## config.mk

```make
export PLATFORM = sky130hd
export DESIGN_NAME = fetch_decode_buffer
export DESIGN_NICKNAME = d
export VERILOG_FILES = /design/src/rtl/fetch_pkg.sv /design/src/rtl/fdb_fifo.sv /design/src/rtl/fetch_decode_buffer.sv
export SDC_FILE = /design/constraint.sdc
export NUM_CORES = 1
export LEC_CHECK = 0
export ABC_AREA = 0
export CELL_PAD_IN_SITES_DETAIL_PLACEMENT = 0
export CELL_PAD_IN_SITES_GLOBAL_PLACEMENT = 1
export CORE_MARGIN = 4
export CORE_UTILIZATION = 35
export CTS_CLUSTER_DIAMETER = 100
export DETAILED_ROUTE_END_ITERATION = 8
export PLACE_DENSITY = 0.74
export SLEW_MARGIN = 15
export SYNTH_ARGS = -nofsm -noshare
export SYNTH_HDL_FRONTEND = slang
export SYNTH_SLANG_ARGS = --single-unit
```

## constraint.sdc

```tcl
create_clock -name clock -period 27.1 [get_ports clock]
set_input_delay 4.065 -clock clock [delete_from_list [all_inputs] [get_ports clock]]
set_output_delay 4.065 -clock clock [all_outputs]
set_load 0.02 [all_outputs]
```

## src/rtl/fetch_pkg.sv

```systemverilog
// Shared types and defaults for the fetch/decode instruction buffer.
package fetch_pkg;

   localparam int unsigned XLEN_DEFAULT = 32;

   typedef enum logic [1:0] {
      IDLE,
      WAIT_ACK,
      DRAIN
   } fdb_state_t;

   typedef struct packed {
      logic [XLEN_DEFAULT-1:0] instr;
      logic [XLEN_DEFAULT-1:0] pc;
      logic [XLEN_DEFAULT-1:0] pc_plus_4;
   } fdb_entry_t;

endpackage

```

## src/rtl/fdb_fifo.sv

```systemverilog
// Circular entry store for the fetch/decode buffer; flush empties it in one cycle.
module fdb_fifo #(
   parameter int unsigned WIDTH = 96,
   parameter int unsigned DEPTH = 2
) (
   input  logic                     clk_i,
   input  logic                     rst_ni,
   input  logic                     push_i,
   input  logic                     pop_i,
   input  logic                     flush_i,
   input  logic [WIDTH-1:0]         din_i,
   output logic [$clog2(DEPTH):0]   count_o,
   output logic [WIDTH-1:0]         head_o
);

   localparam int unsigned PW = $clog2(DEPTH);
   localparam int unsigned CW = PW + 1;

   logic [WIDTH-1:0] mem_q [DEPTH];
   logic [PW-1:0]    wr_ptr_q, wr_ptr_d;
   logic [PW-1:0]    rd_ptr_q, rd_ptr_d;
   logic [CW-1:0]    count_q, count_d;

   always_comb begin
      wr_ptr_d = wr_ptr_q;
      rd_ptr_d = rd_ptr_q;
      count_d  = count_q;
      if (flush_i) begin
         wr_ptr_d = '0;
         rd_ptr_d = '0;
         count_d  = '0;
      end else begin
         if (push_i) wr_ptr_d = wr_ptr_q + PW'(1);
         if (pop_i)  rd_ptr_d = rd_ptr_q + PW'(1);
         count_d = count_q + CW'(push_i) - CW'(pop_i);
      end
   end

   always_ff @(posedge clk_i or negedge rst_ni) begin
      if (!rst_ni) begin
         wr_ptr_q <= '0;
         rd_ptr_q <= '0;
         count_q  <= '0;
      end else begin
         wr_ptr_q <= wr_ptr_d;
         rd_ptr_q <= rd_ptr_d;
         count_q  <= count_d;
      end
   end

   always_ff @(posedge clk_i) begin
      if (push_i && !flush_i) mem_q[wr_ptr_q] <= din_i;
   end

   // Empty buffer presents zeros so stale storage never leaks to decode.
   assign head_o  = (count_q != '0) ? mem_q[rd_ptr_q] : '0;
   assign count_o = count_q;

endmodule

```

## src/rtl/fetch_decode_buffer.sv

```systemverilog
// Decouples instruction-memory fetch from decode with a small in-order buffer.
// Optional perf counters (stall_cycles, flush_count) under FETCH_DECODE_BUFFER_PERF_EN.
module fetch_decode_buffer
   import fetch_pkg::*;
#(
   parameter int unsigned XLEN  = XLEN_DEFAULT,
   parameter int unsigned DEPTH = 2
) (
   input  logic            clock,
   input  logic            async_reset,
   input  logic [XLEN-1:0] PC_F,
   input  logic [XLEN-1:0] PC_plus_4_F,
   input  logic            flush_E,
   input  logic            stall_D,
   input  logic            imem_ack,
   input  logic [XLEN-1:0] imem_rdata,
   output logic            imem_req,
   output logic [XLEN-1:0] imem_addr,
   output logic            enable_fetch,
   output logic [XLEN-1:0] instruction_D,
   output logic [XLEN-1:0] PC_D,
   output logic [XLEN-1:0] PC_plus_4_D,
   output logic            valid_D
`ifdef FETCH_DECODE_BUFFER_PERF_EN
   ,
   output logic [31:0]     stall_cycles,
   output logic [31:0]     flush_count
`endif
);

   localparam int unsigned CW = $clog2(DEPTH) + 1;

   fdb_state_t        state_q, state_d;
   logic [XLEN-1:0]   pend_pc_q, pend_pc_d;
   logic [XLEN-1:0]   pend_pc4_q, pend_pc4_d;
   logic [CW-1:0]     count, occ_after_pop;
   logic [3*XLEN-1:0] push_data, head;
   logic              push, pop, space_ok, issue;

   assign valid_D       = (count != '0);
   assign pop           = valid_D & ~stall_D;
   assign occ_after_pop = count - CW'(pop);
   assign space_ok      = (occ_after_pop < CW'(DEPTH));
   // Reset gates issue directly so outputs hold reset values while PC_F is live.
   assign issue         = async_reset & (state_q == IDLE) & ~flush_E & space_ok;
   assign pend_pc_d     = issue ? PC_F : pend_pc_q;
   assign pend_pc4_d    = issue ? PC_plus_4_F : pend_pc4_q;

   always_ff @(posedge clock or negedge async_reset) begin
      if (!async_reset) begin
         state_q    <= IDLE;
         pend_pc_q  <= '0;
         pend_pc4_q <= '0;
      end else begin
         state_q    <= state_d;
         pend_pc_q  <= pend_pc_d;
         pend_pc4_q <= pend_pc4_d;
      end
   end

   always_comb begin
      state_d = state_q;
      unique case (state_q)
         IDLE:     if (issue && !imem_ack) state_d = WAIT_ACK;
         WAIT_ACK: begin
            if (imem_ack)     state_d = IDLE;
            else if (flush_E) state_d = DRAIN;
         end
         DRAIN:    if (imem_ack) state_d = IDLE;
         default:  state_d = IDLE;
      endcase
   end

   always_comb begin
      imem_req     = 1'b0;
      imem_addr    = '0;
      enable_fetch = 1'b0;
      push         = 1'b0;
      push_data    = {imem_rdata, PC_F, PC_plus_4_F};
      if (async_reset) begin
         enable_fetch = flush_E | issue;
         unique case (state_q)
            IDLE: begin
               if (issue) begin
                  imem_req  = 1'b1;
                  imem_addr = PC_F;
                  push      = imem_ack;
               end
            end
            WAIT_ACK: begin
               imem_req  = 1'b1;
               imem_addr = pend_pc_q;
               push      = imem_ack & ~flush_E;
               push_data = {imem_rdata, pend_pc_q, pend_pc4_q};
            end
            DRAIN: begin
               imem_req  = 1'b1;
               imem_addr = pend_pc_q;
            end
            default: ;
         endcase
      end
   end

   fdb_fifo #(
      .WIDTH (3*XLEN),
      .DEPTH (DEPTH)
   ) u_fifo (
      .clk_i   (clock),
      .rst_ni  (async_reset),
      .push_i  (push),
      .pop_i   (pop),
      .flush_i (flush_E),
      .din_i   (push_data),
      .count_o (count),
      .head_o  (head)
   );

   assign {instruction_D, PC_D, PC_plus_4_D} = head;

`ifdef FETCH_DECODE_BUFFER_PERF_EN
   logic [31:0] stall_cycles_q, flush_count_q;

   always_ff @(posedge clock or negedge async_reset) begin
      if (!async_reset) begin
         stall_cycles_q <= '0;
         flush_count_q  <= '0;
      end else begin
         if (valid_D && stall_D && stall_cycles_q != '1) stall_cycles_q <= stall_cycles_q + 32'd1;
         if (flush_E && flush_count_q != '1)            flush_count_q  <= flush_count_q + 32'd1;
      end
   end

   assign stall_cycles = stall_cycles_q;
   assign flush_count  = flush_count_q;
`endif

endmodule
```

==> metrics.txt, run 1 <==
Critical path buffers and inverters=3; Slew Limit Fails=0; routed wire length=25700 um; EDFF count, synth=192; grt total ovfl=0; # setup viols final=0; Max Clk Rate=88.2 MHz; Clock Path Buffers=3; Final Net Count=1207; # fillers=2821; crit share post-route=41.8%; area grow syn2layout=31.8%; Lkg Pwr=5.43 nW; clk_lat worst skew=0.53 ns; clock slew at reported path FFs=0.06 ns; Worst Skew=0.00928 ns; critical path type=input pin to output port; Critical Path RT=23.03 ns; 1st-iter DRT viols=305; DP Area=13800 um^2; Avg Cell Area, Syn=12.7 um^2; CP Data Arrival Time=7.27 ns; GPL Wtd Cong=0.762; min Tclk post-route=11.33 ns; root buf cell=clkbuf_16; crit-path leading delay family=buffers and inverters; vias in the first global route=7153; max cap viols=0; P per Cell Area=100 nW/um^2; post-DR vias/cell=4.75; io pins=232; final hold viol count=0; final setup TNS=0 ns; Initial Util=35.4%; final worst setup slack=15.77 ns; peak supply drop=0.0474 mV; CP max FO=38; synth warn=0; post-layout power=0.00148 W; worst rel slew slack=24.2%; TritonCTS clock tree=yes; CP max stage delay=0.69 ns; dpl ws=15.70 ns; total track usage=14.2%; Mapped Cells=877; n_diodes=0; most used cell, CP=clkdlybuf4s50_1; DRC=0; CTS buffer count=29; Synth Flop Type=edfxtp_1; clk sinks=262; first-pass GRT wire length=40500 um; HPWL Detailed=16400 um; Yosys reg bits=262; Rows=65; post-synth cell types=30; Core Area=31600 um^2; post-synthesis sequential area ratio=67.3%; Final Instance Area=14700 um^2; layout cells sized above 1=10.9%; routed via count=7234; Synth Net Count=986; RSZ-0062 raised after global routing=false; CP max stage cell=and4b_2; CP cell instances=clkdlybuf4s50_1 > nor2_1 > ha_1 > xnor2_2 > and4b_2 > buf_4 > nand2_1 > a21oi_1 > clkdlybuf4s50_1; Initial DRT Pass Iterations=5; Hold-fix buffers, CTS=0; H-Tree Depth=1; Hold Slack=0.468 ns; Setup Fix Bufs, Post-CTS=0; antenna violations before repair=2; Min-Delay Path Class=flip-flop to flip-flop; Routed Antenna Nets=0; synthesized cell area=11200 um^2; status=completed; die area=34800 um^2; critical path launch point type=input pin; Die X=187 um; CP Capture Type=output port; largest net degree at the start of global routing=98; fraction of registers with async set/reset=26.7%; I/O Buffers=231; post_cts resized=0; Die Ht=187 um; WL per Instance=16.9 um; slew at the pin closest to its max-slew limit=1.14 ns
==> stage by stage <==
stage               utilization (%)  std cells
floorplan                         -        877
global placement               43.8       1469
detailed placement             43.8       1469
CTS                            46.6       1522
global route                   46.6       1522
finish                         46.6       1522
==> cells by family after synthesis <==
family | after synthesis | share of synthesized area (%)
XOR/XNOR | 5 | 0.459
AO/OA/AOI/OAI | 40 | 1.93
buffers and inverters | 56 | 2.43
flip-flops | 262 | 67.3
adder cells (fa/ha/maj) | 8 | 0.896
multiplexers | 160 | 15.1
AND/OR/NAND/NOR | 346 | 11.9
==> final cells by class <==
| type | instances | area, um^2 | share of cell area [%] |
|---|---|---|---|
| flip-flops and latches | 262 | 7520 | 51.1 |
| clock inverters | 21 | 150 | 1.02 |
| multi-input cells | 559 | 3410 | 23.1 |
| well taps | 402 | 503 | 3.42 |
| clock buffers | 32 | 737 | 5.01 |
| inverters | 5 | 18.8 | 0.127 |
| repair buffers | 241 | 2380 | 16.2 |
==> final timing paths <==
path	startpoint	endpoint	slack (ns)	cells after the start
max reg2reg	u_fifo.count_o[1]$_DFF_PN0_	u_fifo.mem_q[1][29]$_DFFE_PP_	23.82	8
max in group asynchronous	async_reset	u_fifo.rd_ptr_q$_DFFE_PN0P_	22.59	2
min in group asynchronous	async_reset	pend_pc_q[3]$_DFFE_PN0N_	3.51	1
min	pend_pc4_q[10]$_DFFE_PN0N_	pend_pc4_q[10]$_DFFE_PN0N_	0.47	2
min reg2reg	pend_pc4_q[10]$_DFFE_PN0N_	pend_pc4_q[10]$_DFFE_PN0N_	0.47	2
max	stall_D	imem_addr[30]	15.77	9
==> metal layers <==
layer | vias up | global-route usage (%) | wire length, um | part of all wire, %
met2 | 227 | 22.3 | 11600 | 45
li1 | 3494 | - | - | -
met5 | - | 0 | 19 | 0.074
met1 | 3470 | 19.6 | 11600 | 45
met4 | 4 | 2.87 | 513 | 2.0
met3 | 39 | 4.60 | 2030 | 7.9
==> cell usage in the layout (no fill, tap or decap), types with 3 or more instances in the layout <==
cell type	n
clkbuf_16	29
dfrtp_1	69
a21oi_1	33
buf_4	11
inv_1	5
nor2b_1	4
mux2i_1	96
mux2_2	64
clkinv_1	10
nand2_1	225
clkbuf_1	3
clkinvlp_4	3
ha_1	8
nor2_1	106
clkdlybuf4s50_1	230
clkinv_2	6
edfxtp_1	192
==> report_power, final <==
part	switching (W)	total, W	internal, W
Sequential	0.0000477	0.000576	0.000528
Combinational	0.000300	0.000534	0.000234
Clock	0.000153	0.000366	0.000213
==> sequential cells by signal (all words and copies together) (netlist names) <==
signal,flops
u_fifo.count_o,2
u_fifo.rd_ptr_q,1
state_q,2
pend_pc_q,32
pend_pc4_q,32
u_fifo.mem_q,192
u_fifo.wr_ptr_q,1
==> cells in the mapped netlist, types with 4 or more instances <==
cell type    n  share of area [%]
edfxtp_1   192                 52
inv_1        5               0.17
nor2b_1      4               0.22
a21oi_1     33                1.5
nor2_1     107                3.6
dfrtp_1     70                 16
mux2_2      64                6.5
buf_2       31                1.4
mux2i_1     96                8.6
clkbuf_1    16               0.54
ha_1         8               0.90
nand2_1    226                7.6
==> worst min-delay path, cell delays in order, from the launching register on <==
cell     delay [ns]
dfrtp_1        0.33
nand2_1        0.05
nand2_1        0.05
Note: power is estimated with default switching activity, not from simulation.
==> run 2, diff against run 1 <==
PLACE_DENSITY = 0.77   (was 0.74)
clock period = 9.58 ns   (was 27.1 ns; I/O delays follow)
==> run 2 against run 1 <==
Net effect:
- die area is the same
- routed wire length is 2.1% lower
- clock power rose to 2.7 times the previous value
- sequential power grew to 2.8 times the previous value
==> metrics.txt, run 2 (same netlist as run 1, synthesis figures left out) <==
R2R setup slack=6.42 ns (-17.40 ns); grt total ovfl=0 (unchanged); Max Clk Rate=174 MHz; Min-Delay Path Class=flip-flop to flip-flop; worst flop-to-flop path startpoint=u_fifo.count_o[1]$_DFF_PN0_; most common cell after layout, fill and taps aside=clkdlybuf4s50_1; # fillers=2863 (+1.5%); post_cts resized=0 (unchanged); P per Cell Area=281 nW/um^2 (+180%); Lkg Pwr=5.42 nW (-0.22%); TritonCTS clock tree=yes; largest net degree at the start of global routing=66 (-33%); post-layout power=0.00413 W (+180%); min Tclk post-route=5.75 ns; layout cells sized above 1=11.1% (+0.18 points); WL per Instance=16.6 um (-2.1%); # setup viols final=0 (unchanged); Regs by FF count=u_fifo.mem_q (192), pend_pc4_q (32), pend_pc_q (32); FF-to-FF path depth=8 (unchanged); clock slew at reported path FFs=0.06 ns (about the same); crit share post-route=60.0%; final setup TNS=0 ns (unchanged); CP Launch Point=stall_D; RSZ-0062 raised after global routing=false; Die Ht=187 um (unchanged); die area=34800 um^2 (unchanged); I/O Buffers=231 (unchanged); Initial DRT Pass Iterations=5 (unchanged); root buf cell=clkbuf_16; Hold-fix buffers, CTS=0 (unchanged); CP cell instances=clkdlybuf4s50_1 > nor2_1 > ha_1 > xnor2_2 > and4b_2 > buf_4 > nand2_1 > a21oi_1 > clkdlybuf4s50_1; Critical Path RT=8.14 ns (-14.89 ns); clk sinks=262 (unchanged); CP max stage delay=0.65 ns (-0.04 ns); DRC=0 (unchanged); post-DR vias/cell=4.73 (-0.57%); vias in the first global route=7467 (+4.4%); FF-to-FF End=u_fifo.mem_q[1][75]$_DFFE_PP_; cell count of the worst hold path=2 (unchanged); io pins=232 (unchanged); GPL Wtd Cong=0.766 (+0.56%); area grow syn2layout=31.5%; Slew Limit Fails=0 (unchanged); clk_lat worst skew=0.54 ns (about the same); CP Capture Type=output port; HPWL Detailed=16000 um (-2.4%); routed via count=7193 (-0.57%); CP max FO=65 (+71%); final worst setup slack=3.83 ns (-11.94 ns); most frequent cells in the layout=230 x clkdlybuf4s50_1, 225 x nand2_1, 192 x edfxtp_1; H-Tree Depth=1 (unchanged); Hold Slack=0.468 ns (-0.000111 ns); antenna violations before repair=1 (-1); Worst Skew=0.0153 ns (+0.00599 ns); most used cell, CP=clkdlybuf4s50_1; CTS buffer count=29 (unchanged); CP Data Arrival Time=4.31 ns (-2.96 ns); Initial Util=35.4% (unchanged); critical path launch point type=input pin; Rows=65 (unchanged); max FFs per register=192 (unchanged); routed wire length=25200 um (-2.1%); Clock Path Buffers=3 (unchanged); 1st-iter DRT viols=346 (+13%); Multi-input gate area=3410 um^2 (unchanged); Setup Fix Bufs, Post-CTS=0 (unchanged); CP max stage cell=clkdlybuf4s50_1; slew at the pin closest to its max-slew limit=1.16 ns (+0.0258 ns); Hold Path End=pend_pc4_q[11]$_DFFE_PN0N_; final hold viol count=0 (unchanged); status=completed; n_diodes=0 (unchanged); worst rel slew slack=22.5% (-1.7 points); Reg area=7520 um^2 (unchanged); Core Area=31600 um^2 (unchanged); dpl ws=3.86 ns (-11.84 ns); critical path type=input pin to output port; max cap viols=0 (unchanged); total track usage=14.0% (-0.19 points); Die X=187 um (unchanged); min-delay src=pend_pc4_q[11]$_DFFE_PN0N_; peak supply drop=0.140 mV (+200%); largest reg by FF count=u_fifo.mem_q; first-pass GRT wire length=40300 um (-0.70%); Final Net Count=1207 (unchanged); Routed Antenna Nets=0 (unchanged)
## run 2: power breakdown
| group | internal, W | leakage [nW] | switching, W | total, W |
|---|---|---|---|---|
| registers | 0.00149 | 2.62 | 0.000134 | 0.00163 |
| logic | 0.000662 | 2.38 | 0.000852 | 0.00151 |
| clock network | 0.000562 | 0.417 | 0.000429 | 0.000990 |
## run 2: how the worst max path moves through the flow
stage	to	slack [ns]	cells past startpoint
6_report	imem_addr[0]	3.83	9
5_1_grt	imem_addr[0]	3.59	9
4_1_cts	imem_addr[0]	3.84	9
3_5_place_dp	imem_addr[0]	3.86	9
3_3_place_gp	imem_addr[15]	3.90	9
2_1_floorplan	u_fifo.mem_q[0][0]$_DFFE_PP_	0.27	5
## run 2: metrics by stage
| step | instances | util, % | instance area, um^2 |
|---|---|---|---|
| after floorplan | 877 | - | 11200 |
| after global placement | 1469 | 43.8 | 13800 |
| after detailed placement | 1469 | 43.8 | 13800 |
| after CTS | 1522 | 46.6 | 14700 |
| after global routing | 1522 | 46.6 | 14700 |
| final | 1522 | 46.6 | 14700 |
## run 2: metal layers
| metal | up-vias | share of wire, % | GRT usage, % |
|---|---|---|---|
| met2 | 196 | 47 | 23.9 |
| met3 | 33 | 7.0 | 4.08 |
| met1 | 3473 | 44 | 17.9 |
| met5 | - | 0.052 | 0 |
| li1 | 3489 | - | - |
| met4 | 2 | 2.1 | 3.04 |
## run 2: critical path, delay by kind of cell
kind / cells / cell delay, ns
compound gates: 1 / 0.18
xor+xnor: 1 / 0.16
buf+inv: 3 / 1.64
simple gates: 3 / 0.61
fa+ha+maj: 1 / 0.23
## run 2: area by class of cell
class                   instances  share of cell area [%]
flip-flops and latches        262                    51.2
multi-input cells             559                    23.2
repair buffers                241                    16.2
clock buffers                  35                    5.16
well taps                     402                    3.42
clock inverters                18                   0.664
inverters                       5                   0.128
==> run 3, diff against run 2 <==
PLACE_DENSITY = 0.74   (was 0.77)
clock period = 5.4 ns   (was 9.58 ns; I/O delays follow)
==> run 3 against run 2 <==
Net effect:
- clock skew decreased by 0.0060 ns
- largest power group unchanged
- largest cell class unchanged
- sequential share of layout area is 0.63 points lower
- sequential power grew 77%
- critical path type unchanged
- worst setup slack got worse by 2.9 ns
- cell count up 0.53%
==> metrics.txt, run 3 (same netlist as run 1, synthesis figures left out) <==
status=completed; worst flop-to-flop path startpoint=u_fifo.count_o[1]$_DFF_PN0_; Critical Path RT=4.59 ns (-3.55 ns); max cap viols=0 (unchanged); clk sinks=262 (unchanged); Global Route met2 Usage=23.9% (about the same); root buf cell=clkbuf_16; Slew Limit Fails=0 (unchanged); worst rel slew slack=34.4% (+12 points); GPL Wtd Cong=0.803 (+4.9%); # fillers=2823 (-1.4%); TritonCTS clock tree=yes; clock slew at reported path FFs=0.06 ns (about the same); Routed Antenna Nets=0 (unchanged); Hold-fix buffers, CTS=0 (unchanged); FF-to-FF path depth=8 (unchanged); CP Capture Type=output port; HPWL Detailed=16800 um (+5.3%); H-Tree Depth=1 (unchanged); most used cell, CP=clkdlybuf4s50_1; 1st-iter DRT viols=406 (+17%); post-DR vias/cell=4.73 (+0.17%); io pins=232 (unchanged); I/O Buffers=231 (unchanged); Initial DRT Pass Iterations=5 (unchanged); CP max FO=36 (-45%); final hold viol count=0 (unchanged); internal power=0.00498 W (+83%); M3 GR Usage=4.70% (+0.62 points); CP Data Arrival Time=3.66 ns (-0.65 ns); WL per Instance=17.5 um (+5.9%); critical path launch point type=input pin; Min-Delay Path Class=input pin to async pin; layout cells sized above 1=11.7% (+0.65 points); switch share=34.1% (-0.17 points); Initial Util=35.4% (unchanged); Clock Power Share=25.4% (+1.4 points); Reg area=7520 um^2 (unchanged); P per Cell Area=508 nW/um^2 (+81%); slew at the pin closest to its max-slew limit=0.983 ns (-0.180 ns); min Tclk post-route=4.47 ns; most frequent cells in the layout=230 x clkdlybuf4s50_1, 225 x nand2_1, 192 x edfxtp_1; # setup viols final=0 (unchanged); CP max stage cell=and4b_2; grt met1 use=20.8% (+2.9 points); CP cell instances=clkdlybuf4s50_1 > nor2_1 > ha_1 > xnor2_2 > and4b_2 > nand2_1 > a21oi_1 > clkdlybuf4s50_1; grt total ovfl=0 (unchanged); Final Net Count=1212 (+0.41%); vias in the first global route=7507 (+0.54%); Layout Utilization=47.1% (+0.58 points); Core Area=31600 um^2 (unchanged); largest net degree at the start of global routing=65 (-1.5%); routed wire length=26800 um (+6.4%); FF-to-FF End=u_fifo.mem_q[1][14]$_DFFE_PP_; Hold Slack=0.189 ns (-0.279 ns); final setup TNS=0 ns (unchanged); NetSw=0.00258 W (+82%); RSZ-0062 raised after global routing=false; Gate power share=36.5% (about the same); Final Non-Filler Cells=1530 (+0.53%); total track usage=15.1% (+1.1 points); Clock Path Buffers=3 (unchanged); routed via count=7243 (+0.70%); antenna violations before repair=1 (unchanged); post_cts resized=0 (unchanged); post-layout power=0.00756 W (+83%); CP max stage delay=0.80 ns (+0.15 ns); Worst Skew=0.00928 ns (-0.00599 ns); Lkg Pwr=5.49 nW (+1.3%); CTS buffer count=29 (unchanged); peak supply drop=0.240 mV (+71%); crit-path leading delay family=simple AND/OR/NAND/NOR gates; Max Clk Rate=224 MHz; clk_lat worst skew=0.54 ns (about the same); Setup Fix Bufs, Post-CTS=0 (unchanged); area grow syn2layout=33.1%; Cells after DPL=1474 (+0.34%); largest reg by FF count=u_fifo.mem_q; die area=34800 um^2 (unchanged); most common cell after layout, fill and taps aside=clkdlybuf4s50_1; Die Ht=187 um (unchanged); Regs by FF count=u_fifo.mem_q (192), pend_pc4_q (32), pend_pc_q (32); Multi-input gate area=3410 um^2 (+0.26%); R2R setup slack=2.48 ns (-3.94 ns); Most Crowded Layer GR=met2; critical path type=input pin to output port; Rows=65 (unchanged); Seq pwr share=38.1% (-1.3 points); Critical path buffers and inverters=2 (-1); first-pass GRT wire length=42800 um (+6.4%); DRC=0 (unchanged); max FFs per register=192 (unchanged); Die X=187 um (unchanged); crit share post-route=82.8%
## run 3: changes by cell type in the layout (fill, tap and decap cells not counted), sizes merged
cell | previous run | this run
clkinv | 13 | 10
diode | 0 | 2
buf | 11 | 16
bufinv | 0 | 2
inv | 7 | 6
clkbuf | 35 | 38
## run 3: per-layer routing
layer / vias up / part of all wire [%]
li1: 3499 / -
met1: 3481 / 46
met3: 40 / 7.8
met4: 0 / 1.9
met2: 223 / 45
met5: - / 0
## run 3: worst register-to-register path, delay by kind of cell, from the launching register on
kind / cells / cell delay, ns
xor+xnor: 1 / 0.26
compound gates: 1 / 0.19
simple gates: 4 / 1.04
flops: 1 / 0.45
fa+ha+maj: 1 / 0.21
buf+inv: 1 / 0.37
## run 3: final cells by class
class                   count  area share [%]
clock buffers              38            5.38
flip-flops and latches    262            50.6
repair buffers            246            16.6
multi-input cells         559            23.0
diodes                      2          0.0337
clock inverters            16           0.934
well taps                 402            3.38
inverters                   5           0.126
## run 3: how the worst max path moves through the flow
stage	startpoint	to	slack [ns]	depth (start not counted)
after floorplan	stall_D	u_fifo.mem_q[1][0]$_DFFE_PP_	1.0	6
after global placement	stall_D	imem_addr[20]	0.98	8
after detailed placement	stall_D	imem_addr[3]	0.92	8
after CTS	stall_D	imem_addr[3]	0.89	8
after global routing	stall_D	imem_addr[20]	0.68	8
final	stall_D	imem_addr[17]	0.93	8
## run 3: power groups by stage
stage          Clock (W)  Combinational, W  Sequential (W)
2_1_floorplan          0           0.00175         0.00283
3_3_place_gp           0           0.00280         0.00291
3_5_place_dp           0           0.00279         0.00292
4_1_cts          0.00198           0.00281         0.00288
5_1_grt          0.00207           0.00302         0.00293
6_report         0.00192           0.00276         0.00288
## run 3: metrics by stage
step / instance area [um^2] / setup WS [ns]
5_1_grt: 14900 / 0.676
2_1_floorplan: 11200 / 0.995
3_3_place_gp: 13900 / 0.977
6_report: 14900 / 0.930
4_1_cts: 14900 / 0.891
3_5_place_dp: 13900 / 0.921
==> edit, RTL diff (settings of run 1) <==
Change the package constant `XLEN_DEFAULT` from 32 to 40.
--- a/src/rtl/fetch_pkg.sv
+++ b/src/rtl/fetch_pkg.sv
@@ -1,7 +1,7 @@
 // Shared types and defaults for the fetch/decode instruction buffer.
 package fetch_pkg;
 
-   localparam int unsigned XLEN_DEFAULT = 32;
+   localparam int unsigned XLEN_DEFAULT = 40;
 
    typedef enum logic [1:0] {
       IDLE,
Ports: changed (7 resized); port bits go from 232 to 288. The function was not compared with the original's and may differ.
==> edit against run 1 <==
First-iteration DRC count grew 25%; sequential cell count increased by 64; critical path type unchanged; worst hold slack improved by 0.015 ns; cell area is 25% higher; final cell count is 12% higher; total power grew 25%; area after synthesis grew 23%; wire length increased by 30%; sequential share of layout area about the same; largest cell class unchanged; critical path depth is the same; count of clock-buffer cells in the layout up 26; core utilization increased by 0.57 points; synthesized cell count down 0.46%; setup slack got worse by 0.58 ns.
==> edit: results (changes against run 1) <==
metric;value;unit;change
comb_multi_in;484;;-13%
row count;72;;+11%
DP Area;17200;um2;+24%
Initial DRC Count;381;;+25%
non-clk buf share;16.4;%;+0.25 points
flop and latch count out of synthesis;326;;+24%
crit path max fanout;40;;+5.3%
fillcell total;3398;;+20%
fraction of layout instances using a drive strength above 1;12.7;%;+1.8 points
initial antenna violation count;1;;-1
CTS Buf Count;36;;+24%
Via density;4.80;;+1.1%
Max stage delay cell, worst path;nor2_4;;
Buffers, non-clock;301;;+25%
clk_skew;0.0131;ns;+0.00383 ns
nonclk inv count;9;;+4
status;complete, no violations;;
Post-Syn Nets;1006;;+2.0%
Final clock-cell share;5.90;%;-0.12 points
number of synthesized flops with an enable pin;240;;+25%
compound-gate portion of the synthesized area;3.09;%;+1.2 points
Port Buffers;287;;+24%
area of the multi-input gates;4190;um2;+23%
Gate power share;36.0;%;-0.2 points
Leak;6.38;nW;+18%
sequential share of the synthesized area;67.9;%;+0.62 points
Placer Congestion;0.699;;-8.3%
sequential cell area share;51.1;%;about the same
Crit path max-delay family;simple AND/OR/NAND/NOR gates;;
P_sw;0.595;mW;+19%
Final #Nets;1291;;+7.0%
worst slack, placed;14.81;ns;-0.892 ns
Synth Area per Inst;15.8;um2;+24%
Post-synth ARST share;26.4;%;-0.34 points
Critical Path Max Stage Delay;0.89;ns;+0.20 ns
Power Density;100;nW/um2;+0.26%
sequential power;0.725;mW;+26%
GR Util All Layers;15.3;%;+1.1 points
Arr. time, crit path;7.85;ns;+0.58 ns
xor and xnor area share after synthesis;0.436;%;-0.023 points
post-synthesis adder-cell area fraction;0.726;%;-0.17 points
final std cells w/o fill;1702;;+12%
clock buf count;58;;+81%
vias in the first global route;8768;;+23%
Placed Cells;1636;;+11%
registers with the highest flip-flop counts;u_fifo.mem_q x240, pend_pc4_q x40, pend_pc_q x40;;
Post-DP HPWL;20800;um;+27%
top post-synthesis cells by area;edfxtp_1 52%, dfrtp_1 16%, mux2i_1 8.8%, mux2_2 6.6%, mux2_1 6.5%;;
final wirelength;33300;um;+30%
Yosys cell types;32;;+6.7%
## edit: final timing paths
kind / startpoint / to / slack [ns] / depth (start not counted)
setup reg to reg: u_fifo.count_o[1]$_DFF_PN0_ / u_fifo.mem_q[0][63]$_DFFE_PP_ / 23.55 / 8
hold / removal: pend_pc4_q[32]$_DFFE_PN0N_ / pend_pc4_q[32]$_DFFE_PN0N_ / 0.48 / 1
max in group asynchronous: async_reset / u_fifo.rd_ptr_q$_DFFE_PN0P_ / 22.31 / 2
min in group asynchronous: async_reset / pend_pc4_q[35]$_DFFE_PN0N_ / 3.61 / 1
hold reg to reg: pend_pc4_q[32]$_DFFE_PN0N_ / pend_pc4_q[32]$_DFFE_PN0N_ / 0.48 / 1
setup / recovery: stall_D / imem_addr[3] / 15.18 / 9
## edit: metal layers
layer / track usage [%] / vias up / wire length, um
met3: 3.70 / 51 / 2430
met4: 4.71 / 2 / 729
met5: 0 / - / 20
li1: - / 3823 / -
met2: 25.6 / 226 / 16000
met1: 19.8 / 4076 / 14100
